File: src/rtl/adc_sweep_sequencer_if.sv
// Interface bundling the ADC-FSM control link and the averaged-result stream.
//   st_conv   : start-of-conversion to the ADC FSM (sequencer -> ADC)
//   cal       : calibration select to the ADC FSM (sequencer -> ADC)
//   adc_done  : conversion done from the ADC FSM, asynchronous to clk (ADC -> sequencer)
//   result_in : ADC result, stable while adc_done is high (ADC -> sequencer)
//   out_data  : averaged result (sequencer -> consumer)
//   out_idx   : sweep point index of out_data (sequencer -> consumer)
//   out_valid : out_data/out_idx valid (sequencer -> consumer)
//   out_ready : consumer accepts (consumer -> sequencer)
interface adc_sweep_sequencer_if #(
    parameter int unsigned WIDTH  = 10,
    parameter int unsigned NPTS_W = 11
) ();
    logic              st_conv;
    logic              cal;
    logic              adc_done;
    logic [WIDTH-1:0]  result_in;
    logic [WIDTH-1:0]  out_data;
    logic [NPTS_W-1:0] out_idx;
    logic              out_valid;
    logic              out_ready;

    // Sequencer side
    modport master (
        output st_conv, cal, out_data, out_idx, out_valid,
        input  adc_done, result_in, out_ready
    );

    // ADC FSM / consumer side
    modport slave (
        input  st_conv, cal, out_data, out_idx, out_valid,
        output adc_done, result_in, out_ready
    );
endinterface

File: src/rtl/adc_sweep_sequencer.sv
// Sequences a SAR ADC FSM through a measurement sweep: optional calibration
// conversion, then 2^AVG_LOG2 averaged conversions per sweep point, each
// averaged point delivered over a valid/ready handshake.
//   i_clk, i_rst     : clock, synchronous active-high reset
//   i_start          : begin sweep (accepted in IDLE only)
//   i_abort          : synchronous abort, any state, highest priority
//   i_cal_en         : run a calibration conversion first (sampled with start)
//   i_num_points     : number of sweep points (sampled with start)
//   bus (master)     : ADC control link and averaged-result stream
//   o_busy           : high in any state except IDLE
//   o_done           : one-cycle pulse on normal sweep completion
//   o_timeout_err    : sticky timeout flag, cleared by the next accepted start
module adc_sweep_sequencer #(
    parameter int unsigned WIDTH     = 10,
    parameter int unsigned AVG_LOG2  = 2,
    parameter int unsigned PULSE_LEN = 2,
    parameter int unsigned TIMEOUT   = 64,
    parameter int unsigned NPTS_W    = 11
) (
    input  logic                  i_clk,
    input  logic                  i_rst,
    input  logic                  i_start,
    input  logic                  i_abort,
    input  logic                  i_cal_en,
    input  logic [NPTS_W-1:0]     i_num_points,
    adc_sweep_sequencer_if.master bus,
    output logic                  o_busy,
    output logic                  o_done,
    output logic                  o_timeout_err
);

    localparam int unsigned ACC_W  = WIDTH + AVG_LOG2;
    localparam int unsigned CNT_W  = AVG_LOG2 + 1;
    localparam int unsigned NAVG   = 1 << AVG_LOG2;
    localparam int unsigned PCNT_W = $clog2(PULSE_LEN + 1);
    localparam int unsigned WCNT_W = $clog2(TIMEOUT + 1);

    typedef enum logic [2:0] {
        S_IDLE, S_CAL_PULSE, S_CAL_WAIT, S_CONV_PULSE, S_CONV_WAIT, S_OUT, S_FINISH
    } state_t;

    state_t r_state;
    state_t w_state_nxt;

    logic              r_sync1, r_sync2, r_sync3;
    logic [ACC_W-1:0]  r_acc;
    logic [CNT_W-1:0]  r_conv_cnt;
    logic [PCNT_W-1:0] r_pulse_cnt;
    logic [WCNT_W-1:0] r_wait_cnt;
    logic [NPTS_W-1:0] r_pt_idx;
    logic [NPTS_W-1:0] r_num_pts;
    logic              r_st_conv, r_cal, r_out_valid, r_busy, r_done, r_timeout_err;
    logic [WIDTH-1:0]  r_out_data;
    logic [NPTS_W-1:0] r_out_idx;

    logic              w_done_evt, w_pulse_last, w_wait_last, w_conv_last, w_pt_last;
    logic              w_hs, w_accept, w_timeout;
    logic [ACC_W-1:0]  w_acc_sum;
    logic              w_st_conv_nxt, w_cal_nxt, w_out_valid_nxt, w_busy_nxt, w_done_nxt;

    assign w_done_evt   = r_sync2 & ~r_sync3;
    assign w_pulse_last = (r_pulse_cnt == PCNT_W'(PULSE_LEN - 1));
    assign w_wait_last  = (r_wait_cnt == WCNT_W'(TIMEOUT - 1));
    assign w_conv_last  = (r_conv_cnt == CNT_W'(NAVG - 1));
    assign w_pt_last    = (NPTS_W'(r_pt_idx + NPTS_W'(1)) == r_num_pts);
    assign w_hs         = r_out_valid & bus.out_ready;
    assign w_accept     = (r_state == S_IDLE) & i_start & ~i_abort;
    assign w_acc_sum    = r_acc + ACC_W'(bus.result_in);

    // Two-flop synchronizer plus edge-detect stage for the asynchronous adc_done
    always_ff @(posedge i_clk) begin
        if (i_rst) begin
            r_sync1 <= 1'b0;
            r_sync2 <= 1'b0;
            r_sync3 <= 1'b0;
        end else begin
            r_sync1 <= bus.adc_done;
            r_sync2 <= r_sync1;
            r_sync3 <= r_sync2;
        end
    end

    // State register
    always_ff @(posedge i_clk) begin
        if (i_rst) r_state <= S_IDLE;
        else       r_state <= w_state_nxt;
    end

    // Next-state logic; abort overrides every other condition
    always_comb begin
        w_state_nxt = r_state;
        w_timeout   = 1'b0;
        if (i_abort) begin
            w_state_nxt = S_IDLE;
        end else begin
            case (r_state)
                S_IDLE: begin
                    if (i_start) begin
                        if (i_num_points == '0) w_state_nxt = S_FINISH;
                        else if (i_cal_en)      w_state_nxt = S_CAL_PULSE;
                        else                    w_state_nxt = S_CONV_PULSE;
                    end
                end
                S_CAL_PULSE:  if (w_pulse_last) w_state_nxt = S_CAL_WAIT;
                S_CAL_WAIT: begin
                    if (w_done_evt) begin
                        w_state_nxt = S_CONV_PULSE;
                    end else if (w_wait_last) begin
                        w_state_nxt = S_IDLE;
                        w_timeout   = 1'b1;
                    end
                end
                S_CONV_PULSE: if (w_pulse_last) w_state_nxt = S_CONV_WAIT;
                S_CONV_WAIT: begin
                    if (w_done_evt) begin
                        w_state_nxt = w_conv_last ? S_OUT : S_CONV_PULSE;
                    end else if (w_wait_last) begin
                        w_state_nxt = S_IDLE;
                        w_timeout   = 1'b1;
                    end
                end
                S_OUT:    if (w_hs) w_state_nxt = w_pt_last ? S_FINISH : S_CONV_PULSE;
                S_FINISH: w_state_nxt = S_IDLE;
                default:  w_state_nxt = S_IDLE;
            endcase
        end
    end

    // Output decode from the next state so the strobes register in step with it
    always_comb begin
        w_st_conv_nxt   = 1'b0;
        w_cal_nxt       = 1'b0;
        w_out_valid_nxt = 1'b0;
        w_busy_nxt      = 1'b0;
        w_done_nxt      = 1'b0;
        w_st_conv_nxt   = (w_state_nxt == S_CAL_PULSE) | (w_state_nxt == S_CONV_PULSE);
        w_cal_nxt       = (w_state_nxt == S_CAL_PULSE) | (w_state_nxt == S_CAL_WAIT);
        w_out_valid_nxt = (w_state_nxt == S_OUT);
        w_busy_nxt      = (w_state_nxt != S_IDLE);
        w_done_nxt      = (w_state_nxt == S_FINISH);
    end

    // Registered outputs, counters and accumulator
    always_ff @(posedge i_clk) begin
        if (i_rst) begin
            r_st_conv     <= 1'b0;
            r_cal         <= 1'b0;
            r_out_valid   <= 1'b0;
            r_busy        <= 1'b0;
            r_done        <= 1'b0;
            r_timeout_err <= 1'b0;
            r_out_data    <= '0;
            r_out_idx     <= '0;
            r_acc         <= '0;
            r_conv_cnt    <= '0;
            r_pulse_cnt   <= '0;
            r_wait_cnt    <= '0;
            r_pt_idx      <= '0;
            r_num_pts     <= '0;
        end else begin
            r_st_conv   <= w_st_conv_nxt;
            r_cal       <= w_cal_nxt;
            r_out_valid <= w_out_valid_nxt;
            r_busy      <= w_busy_nxt;
            r_done      <= w_done_nxt;

            if (w_accept) begin
                r_num_pts     <= i_num_points;
                r_timeout_err <= 1'b0;
            end else if (w_timeout) begin
                r_timeout_err <= 1'b1;
            end

            // Counters restart on every entry to a pulse/wait state
            if ((w_state_nxt == r_state) &&
                ((r_state == S_CAL_PULSE) || (r_state == S_CONV_PULSE)))
                r_pulse_cnt <= r_pulse_cnt + PCNT_W'(1);
            else
                r_pulse_cnt <= '0;

            if ((w_state_nxt == r_state) &&
                ((r_state == S_CAL_WAIT) || (r_state == S_CONV_WAIT)))
                r_wait_cnt <= r_wait_cnt + WCNT_W'(1);
            else
                r_wait_cnt <= '0;

            if (w_state_nxt == S_IDLE) begin
                r_acc      <= '0;
                r_conv_cnt <= '0;
                r_pt_idx   <= '0;
            end else if ((r_state == S_CONV_WAIT) && w_done_evt) begin
                r_acc      <= w_acc_sum;
                r_conv_cnt <= r_conv_cnt + CNT_W'(1);
            end else if ((r_state == S_OUT) && w_hs) begin
                r_acc      <= '0;
                r_conv_cnt <= '0;
                r_pt_idx   <= r_pt_idx + NPTS_W'(1);
            end

            // Average is taken from the sum including the final conversion
            if ((r_state == S_CONV_WAIT) && (w_state_nxt == S_OUT)) begin
                r_out_data <= WIDTH'(w_acc_sum >> AVG_LOG2);
                r_out_idx  <= r_pt_idx;
            end
        end
    end

    assign bus.st_conv   = r_st_conv;
    assign bus.cal       = r_cal;
    assign bus.out_valid = r_out_valid;
    assign bus.out_data  = r_out_data;
    assign bus.out_idx   = r_out_idx;
    assign o_busy        = r_busy;
    assign o_done        = r_done;
    assign o_timeout_err = r_timeout_err;

endmodule

File: src/flat_wrapper.sv
// flat-port wrapper written by rule: the top's interface ports become plain ports
module adc_sweep_sequencer_flat 
#(
    parameter int unsigned WIDTH     = 10,
    parameter int unsigned AVG_LOG2  = 2,
    parameter int unsigned PULSE_LEN = 2,
    parameter int unsigned TIMEOUT   = 64,
    parameter int unsigned NPTS_W    = 11
)
  (i_clk, i_rst, i_start, i_abort, i_cal_en, i_num_points, o_busy, o_done, o_timeout_err, bus_st_conv, bus_cal, bus_out_data, bus_out_idx, bus_out_valid, bus_adc_done, bus_result_in, bus_out_ready);
  adc_sweep_sequencer_if #(.WIDTH(WIDTH), .NPTS_W(NPTS_W)) bus_i ();
  input  logic i_clk;
  input  logic i_rst;
  input  logic i_start;
  input  logic i_abort;
  input  logic i_cal_en;
  input  logic [NPTS_W-1:0] i_num_points;
  output logic o_busy;
  output logic o_done;
  output logic o_timeout_err;
  output wire logic [$bits(bus_i.st_conv)-1:0] bus_st_conv;
  output wire logic [$bits(bus_i.cal)-1:0] bus_cal;
  output wire logic [$bits(bus_i.out_data)-1:0] bus_out_data;
  output wire logic [$bits(bus_i.out_idx)-1:0] bus_out_idx;
  output wire logic [$bits(bus_i.out_valid)-1:0] bus_out_valid;
  input wire logic [$bits(bus_i.adc_done)-1:0] bus_adc_done;
  input wire logic [$bits(bus_i.result_in)-1:0] bus_result_in;
  input wire logic [$bits(bus_i.out_ready)-1:0] bus_out_ready;
  assign bus_st_conv = bus_i.st_conv;
  assign bus_cal = bus_i.cal;
  assign bus_out_data = bus_i.out_data;
  assign bus_out_idx = bus_i.out_idx;
  assign bus_out_valid = bus_i.out_valid;
  assign bus_i.adc_done = bus_adc_done;
  assign bus_i.result_in = bus_result_in;
  assign bus_i.out_ready = bus_out_ready;
  adc_sweep_sequencer #(.WIDTH(WIDTH), .AVG_LOG2(AVG_LOG2), .PULSE_LEN(PULSE_LEN), .TIMEOUT(TIMEOUT), .NPTS_W(NPTS_W)) u_core (.i_clk(i_clk), .i_rst(i_rst), .i_start(i_start), .i_abort(i_abort), .i_cal_en(i_cal_en), .i_num_points(i_num_points), .bus(bus_i), .o_busy(o_busy), .o_done(o_done), .o_timeout_err(o_timeout_err));
endmodule
File: config.mk
export PLATFORM = sky130hd
export DESIGN_NAME = adc_sweep_sequencer_flat
export DESIGN_NICKNAME = d
export VERILOG_FILES = /design/src/rtl/adc_sweep_sequencer_if.sv /design/src/rtl/adc_sweep_sequencer.sv /design/src/flat_wrapper.sv
export SDC_FILE = /design/constraint.sdc
export NUM_CORES = 1
export LEC_CHECK = 0
export ABC_AREA = 1
export BUFFER_PORTS_ARGS = -buffer_cell sky130_fd_sc_hd__buf_4
export CAP_MARGIN = 20
export CELL_PAD_IN_SITES_DETAIL_PLACEMENT = 0
export CELL_PAD_IN_SITES_GLOBAL_PLACEMENT = 2
export CORE_AREA = 5 5 122 124
export DETAILED_ROUTE_END_ITERATION = 8
export DIE_AREA = 0 0 127 129
export GPL_ROUTABILITY_DRIVEN = 0
export GPL_TIMING_DRIVEN = 0
export HOLD_SLACK_MARGIN = 0.05
export PLACE_DENSITY = 0.88
export SLEW_MARGIN = 20
export SYNTH_ARGS = -nofsm -noshare
export SYNTH_HDL_FRONTEND = slang
export SYNTH_SLANG_ARGS = --single-unit
File: constraint.sdc
create_clock -name i_clk -period 2.6 [get_ports i_clk]
set_input_delay 0.13 -clock i_clk [delete_from_list [all_inputs] [get_ports i_clk]]
set_output_delay 0.13 -clock i_clk [all_outputs]
set_load 0.05 [all_outputs]
# Word-level counts from Yosys, hierarchy flattened
# Index checks and enable logic that the tools add are counted.
# totals
register_bits	79
output_inout_bits	27
wordCells	88
# op_classes
add_sub_neg	5
eq_ne	15
mux	21
bitwise_logic	11
reduce_logical	18
# ops
operator	count
$mux 3	13
$mux 12	2
$pmux 3 s6	1
$eq 3x2->1 const B	5
$add 12x10->12	1
$eq 3x3->1 const B	4
$add 11x1->11 const B	1
$eq 11x11->1	1
$logic_not 11->1	1
$reduce_or 2->1	5
$add 7x1->7 const B	1
$eq 7x6->1 const B	1
$eq 3x1->1 const B	2
$logic_not 3->1	2
$logic_and 1x1->1	5
$not 1->1	5
$and 1x1->1	4
$mux 1	4
$add 3x1->3 const B	1
$eq 3x3->1	1
$reduce_bool 3->1	1
$add 2x1->2 const B	1
$eq 2x1->1 const B	1
$logic_or 1x1->1	2
other kinds (4)	5

# Depth between registers and ports, before layout
# depth
depth_word	10
mapped_depth	22

# Least setup slack after synthesis
# OpenSTA, ideal clock, no wires.
# synth_path
path_type	register -> register
from	register u_core.r_pt_idx[0]
to	register u_core.r_pt_idx[1]
arrival_time_ns	2.159
slack_ns	0.323
stages_incl_launch_ff	18
n_path_buf	1
path_cell_list	dfxtp_1 > ha_1 > nand2_2 > nor2_4 > nand2_1 > o21ai_1 > nand2_1 > nand2_1 > nand2_1 > nor2_1 > nand3_1 > nand3_1 > nand2_1 > nand2_2 > nor2_2 > nor3_4 > buf_6 > nor2_2
# synth_between
elab_chain_len	8
# synth_rtl
item	line	source
from (decl)	adc_sweep_sequencer.sv:50	logic [NPTS_W-1:0] r_pt_idx;
from (signal assigned)	adc_sweep_sequencer.sv:197	r_pt_idx <= r_pt_idx + NPTS_W'(1);
$add 11x1->11 (*)	adc_sweep_sequencer.sv:65, adc_sweep_sequencer.sv:197	
$eq 11x11->1	adc_sweep_sequencer.sv:65	assign w_pt_last = (NPTS_W'(r_pt_idx + NPTS_W'(1)) == r_num_pts);
$mux 3 (2 in a row)	adc_sweep_sequencer.sv:122	S_OUT: if (w_hs) w_state_nxt = w_pt_last ? S_FINISH : S_CONV_PULSE;
$pmux 3 s6	adc_sweep_sequencer.sv:96	case (r_state)
$mux 3	adc_sweep_sequencer.sv:93	if (i_abort) begin
$logic_not 3->1	adc_sweep_sequencer.sv:187	if (w_state_nxt == S_IDLE) begin
$reduce_or 2->1 (no source line)	n/a	
# Mark *: on every way between the ends. The rest lies on a longest branch, timed or not.
# A chain may end at the register's enable or synchronous reset.

# Final worst setup path
# layout_path
from	register u_core.r_pt_idx[0]
to	register u_core.r_conv_cnt[0]
# layout_between
elab_chain_len	8
# layout_rtl
item	line	source
$add 11x1->11	adc_sweep_sequencer.sv:65	
$eq 11x11->1	adc_sweep_sequencer.sv:65	
$mux 3 (2 in a row)	adc_sweep_sequencer.sv:122	
$pmux 3 s6	adc_sweep_sequencer.sv:96	
$mux 3	adc_sweep_sequencer.sv:93	
$logic_not 3->1	adc_sweep_sequencer.sv:187	
$reduce_or 2->1 (no source line)	n/a	
to (signal assigned)	adc_sweep_sequencer.sv:193	r_conv_cnt <= r_conv_cnt + CNT_W'(1);
to (decl)	adc_sweep_sequencer.sv:47	logic [CNT_W-1:0] r_conv_cnt;
# No other way between the ends.

==> metrics.txt <==
status=completed; Clock Latency Late Sink=about 340 ps; setup_tns=0 ps; Clock Path Buffers=2; combinational share of power=8.8%; Yosys top cell area share=36.9%; Ant. Diodes=0; Reg area=about 1600 µm²; clk_skew=between 6 and 7 ps; leading area contributor after synthesis=dfxtp_1; Synth async-reset ratio=0%; Mapped Cells=roughly 650; syn_nets=691; PnR worst setup slack=192 ps; Placed Cells=881; final hold vios=0; number of enable flip-flop cells after synthesis=0; pin count of the biggest net entering global routing=13; sw power=0.660 mW; biggest cell delay along the critical path=around 380 ps; Post-DP HPWL=8.78 mm; maximum vdd drop=290 µV; critical path data required time=about 2800 ps; ranking of synthesized cells by area=dfxtp_1, nand2_1, nor2_1; Final Cell Area=5530 µm²; antenna violations before repair=0; Buf+Inv Stages, Crit Path=3; CTS Root Cell=clkbuf_16; Leak Pwr=2.59 nW; nets@finish=slightly below 800; total CTS buffers=9; footprint of the multi-input gates=2360 µm²; worst rel slew slack=63.3%; achievable frequency=415 MHz; Total GRT Usage=around 15%; Layout area overhead=29.0%; sw frac=23.2%; Routed WL=11.4 mm; TritonCTS clock tree=yes; Pins Over Slew Limit=0; DR WL/cell=~12 µm; layout cell share with drive strength beyond 1=about a fifth; Initial DRC Count=195; number of global-route vias before repair=3992; Port Buffers=54; Syn Area/Cell=6.63 µm²; Setup Crit Path Kind=reg -> reg; chip height=approximately 130 µm; first-pass GRT wire length=roughly 19 mm; Remaining DRCs=0; TritonCTS Sinks=79; Tightest Pin Transition=~550 ps; vias per std cell=between 4 and 5; commonest cells after routing, fill and taps aside=nand2_1, nor2_1, inv_1; GR Overflow Total=0; drt pass-1 iters=4; maxcap violations=0; Core Region=13700 µm²; commonest non-fill, non-tap cell in the layout=nand2_1; placed cell area=4920 µm²; ANT nets after route=0; Syn. warnings=0; DP Worst Slack=-412 ps; critical-path cell list=ha_4 -> nand2_4 -> nor2_4 -> nand2_2 -> o21ai_2 -> buf_4 -> nand3_1 -> nand2_2 -> nor2_2 -> nand2_1 -> nand2_1 -> nand2_1 -> nand2_2 -> nand2_4 -> nor2_4 -> nor3_4 -> buf_12 -> buf_8 -> nor2_2; # IOs=55; shortest period the worst path allows=2410 ps; clk slew on worst S/H paths=~60 ps; endpoints failing setup=0; Reg2Reg Setup Slack=190 ps; Flop pwr share=approximately 43%; Die Wd=around 130 µm; Via Count=4060; CP max FO=10; sequential area share after synthesis=about 37%; main flop type after synthesis=dfxtp_1; FF+latch count, synth=79; Rows=43; H-Tree Depth=3; Starting Density=31.4%; post-route insts no fill=a little over 900; synth unique cells=34; startpoint types=register; crit path DAT=~2600 ps; CP delay by family, top=simple AND/OR/NAND/NOR gates; Setup crit end kind=register; HP Class=in -> reg; PwrDens=between 500 and 600 nW/µm²; clock share of power=approximately 48%; die area=16400 µm²; setup repair after global routing missed its margin=yes; Final Cycle Share=92.6%; Power Internal=between 2 and 2.5 mW; fill count=1467; cell area after synthesis=4290 µm²; Worst path slowest cell=dfxtp_4
cells by family after synthesis:
group,Yosys count,share of synthesized area (%)
simple gates,356,35.6
buf+inv,109,10.3
flops,79,36.9
compound gates,70,8.87
xor+xnor,17,3.47
fa+ha+maj,16,4.84
tightest hold or removal path, cell delays in order:
cell     delay (ps)
buf_4            80
o21ai_0          70
a21oi_1         100
power groups by stage:
stage | logic (mW) | clock network (mW) | registers, mW
floorplan | 0.127 | 0 | 1.28
global placement | 0.218 | 0 | 1.27
detailed placement | 0.220 | 0 | 1.27
CTS | 0.247 | 1.40 | 1.24
global route | 0.282 | 1.44 | 1.24
finish | 0.251 | 1.36 | 1.24
state kept, by name, summed over array words and instances (netlist names), 2 cells and up:
name and cells:
u_core.r_acc 12, u_core.bus.out_idx 11, u_core.r_num_pts 11, u_core.r_pt_idx 11
u_core.bus.out_data 10, u_core.r_wait_cnt 7, u_core.r_conv_cnt 3, u_core.r_state 3
u_core.r_pulse_cnt 2
per-layer routing:
metal | GRT usage [%] | vias to the layer above | share of wire (%)
met5 | 0 | - | 0
met4 | 6.06 | 0 | 1.8
met3 | 2.24 | 12 | 2.9
met2 | 24.8 | 54 | 47
met1 | 18.6 | 1808 | 48
li1 | - | 2186 | -
synth_stat cells (5+ instances only):
library cell  number
nand2_1          155
nor2_1           104
inv_1             89
dfxtp_1           79
nand3_1           52
o21ai_0           31
a21oi_1           26
nor2_2            25
ha_1              15
xor2_1            11
clkbuf_1          10
nor3_1             6
xnor2_1            6
nand2_2            5
stage by stage:
step	power, mW	util (%)	hold slack (ps)
after global routing	2.96	40.5	104
after detailed placement	1.49	36.0	340
after global placement	1.49	36.0	334
after CTS	2.88	39.5	66.2
after floorplan	1.40	-	225
final	2.85	40.5	76.6
worst paths after layout:
check / from / endpoint / depth (start not counted)
hold / removal: i_num_points[10] / u_core.r_num_pts[10] / 3
setup reg to reg: u_core.r_pt_idx[0] / u_core.r_conv_cnt[0] / 19
hold reg to reg: u_core.r_sync1 / u_core.r_sync2 / 2
setup / recovery: u_core.r_pt_idx[0] / u_core.r_conv_cnt[0] / 19
final cells by class:
type / instances / share of cell area [%]
multi-input cells: 459 / 42.7
flip-flops and latches: 79 / 28.9
repair buffers: 72 / 10.3
inverters: 92 / 6.24
clock buffers: 11 / 4.39
well taps: 180 / 4.07
plain buffers: 17 / 2.22
clock inverters: 4 / 1.27
repair_timing:
| action | CTS | global route |
|---|---|---|
| hold buffers | 3 | 0 |
| resized for setup | 23 | 26 |
| setup endpoints to repair | 56 | 57 |
| pin swaps | 5 | 10 |
| hold endpoints to repair | 3 | 0 |
| setup buffers | 5 | 8 |
| cloned | 2 | 0 |
Power figures use the tool's default switching activity.
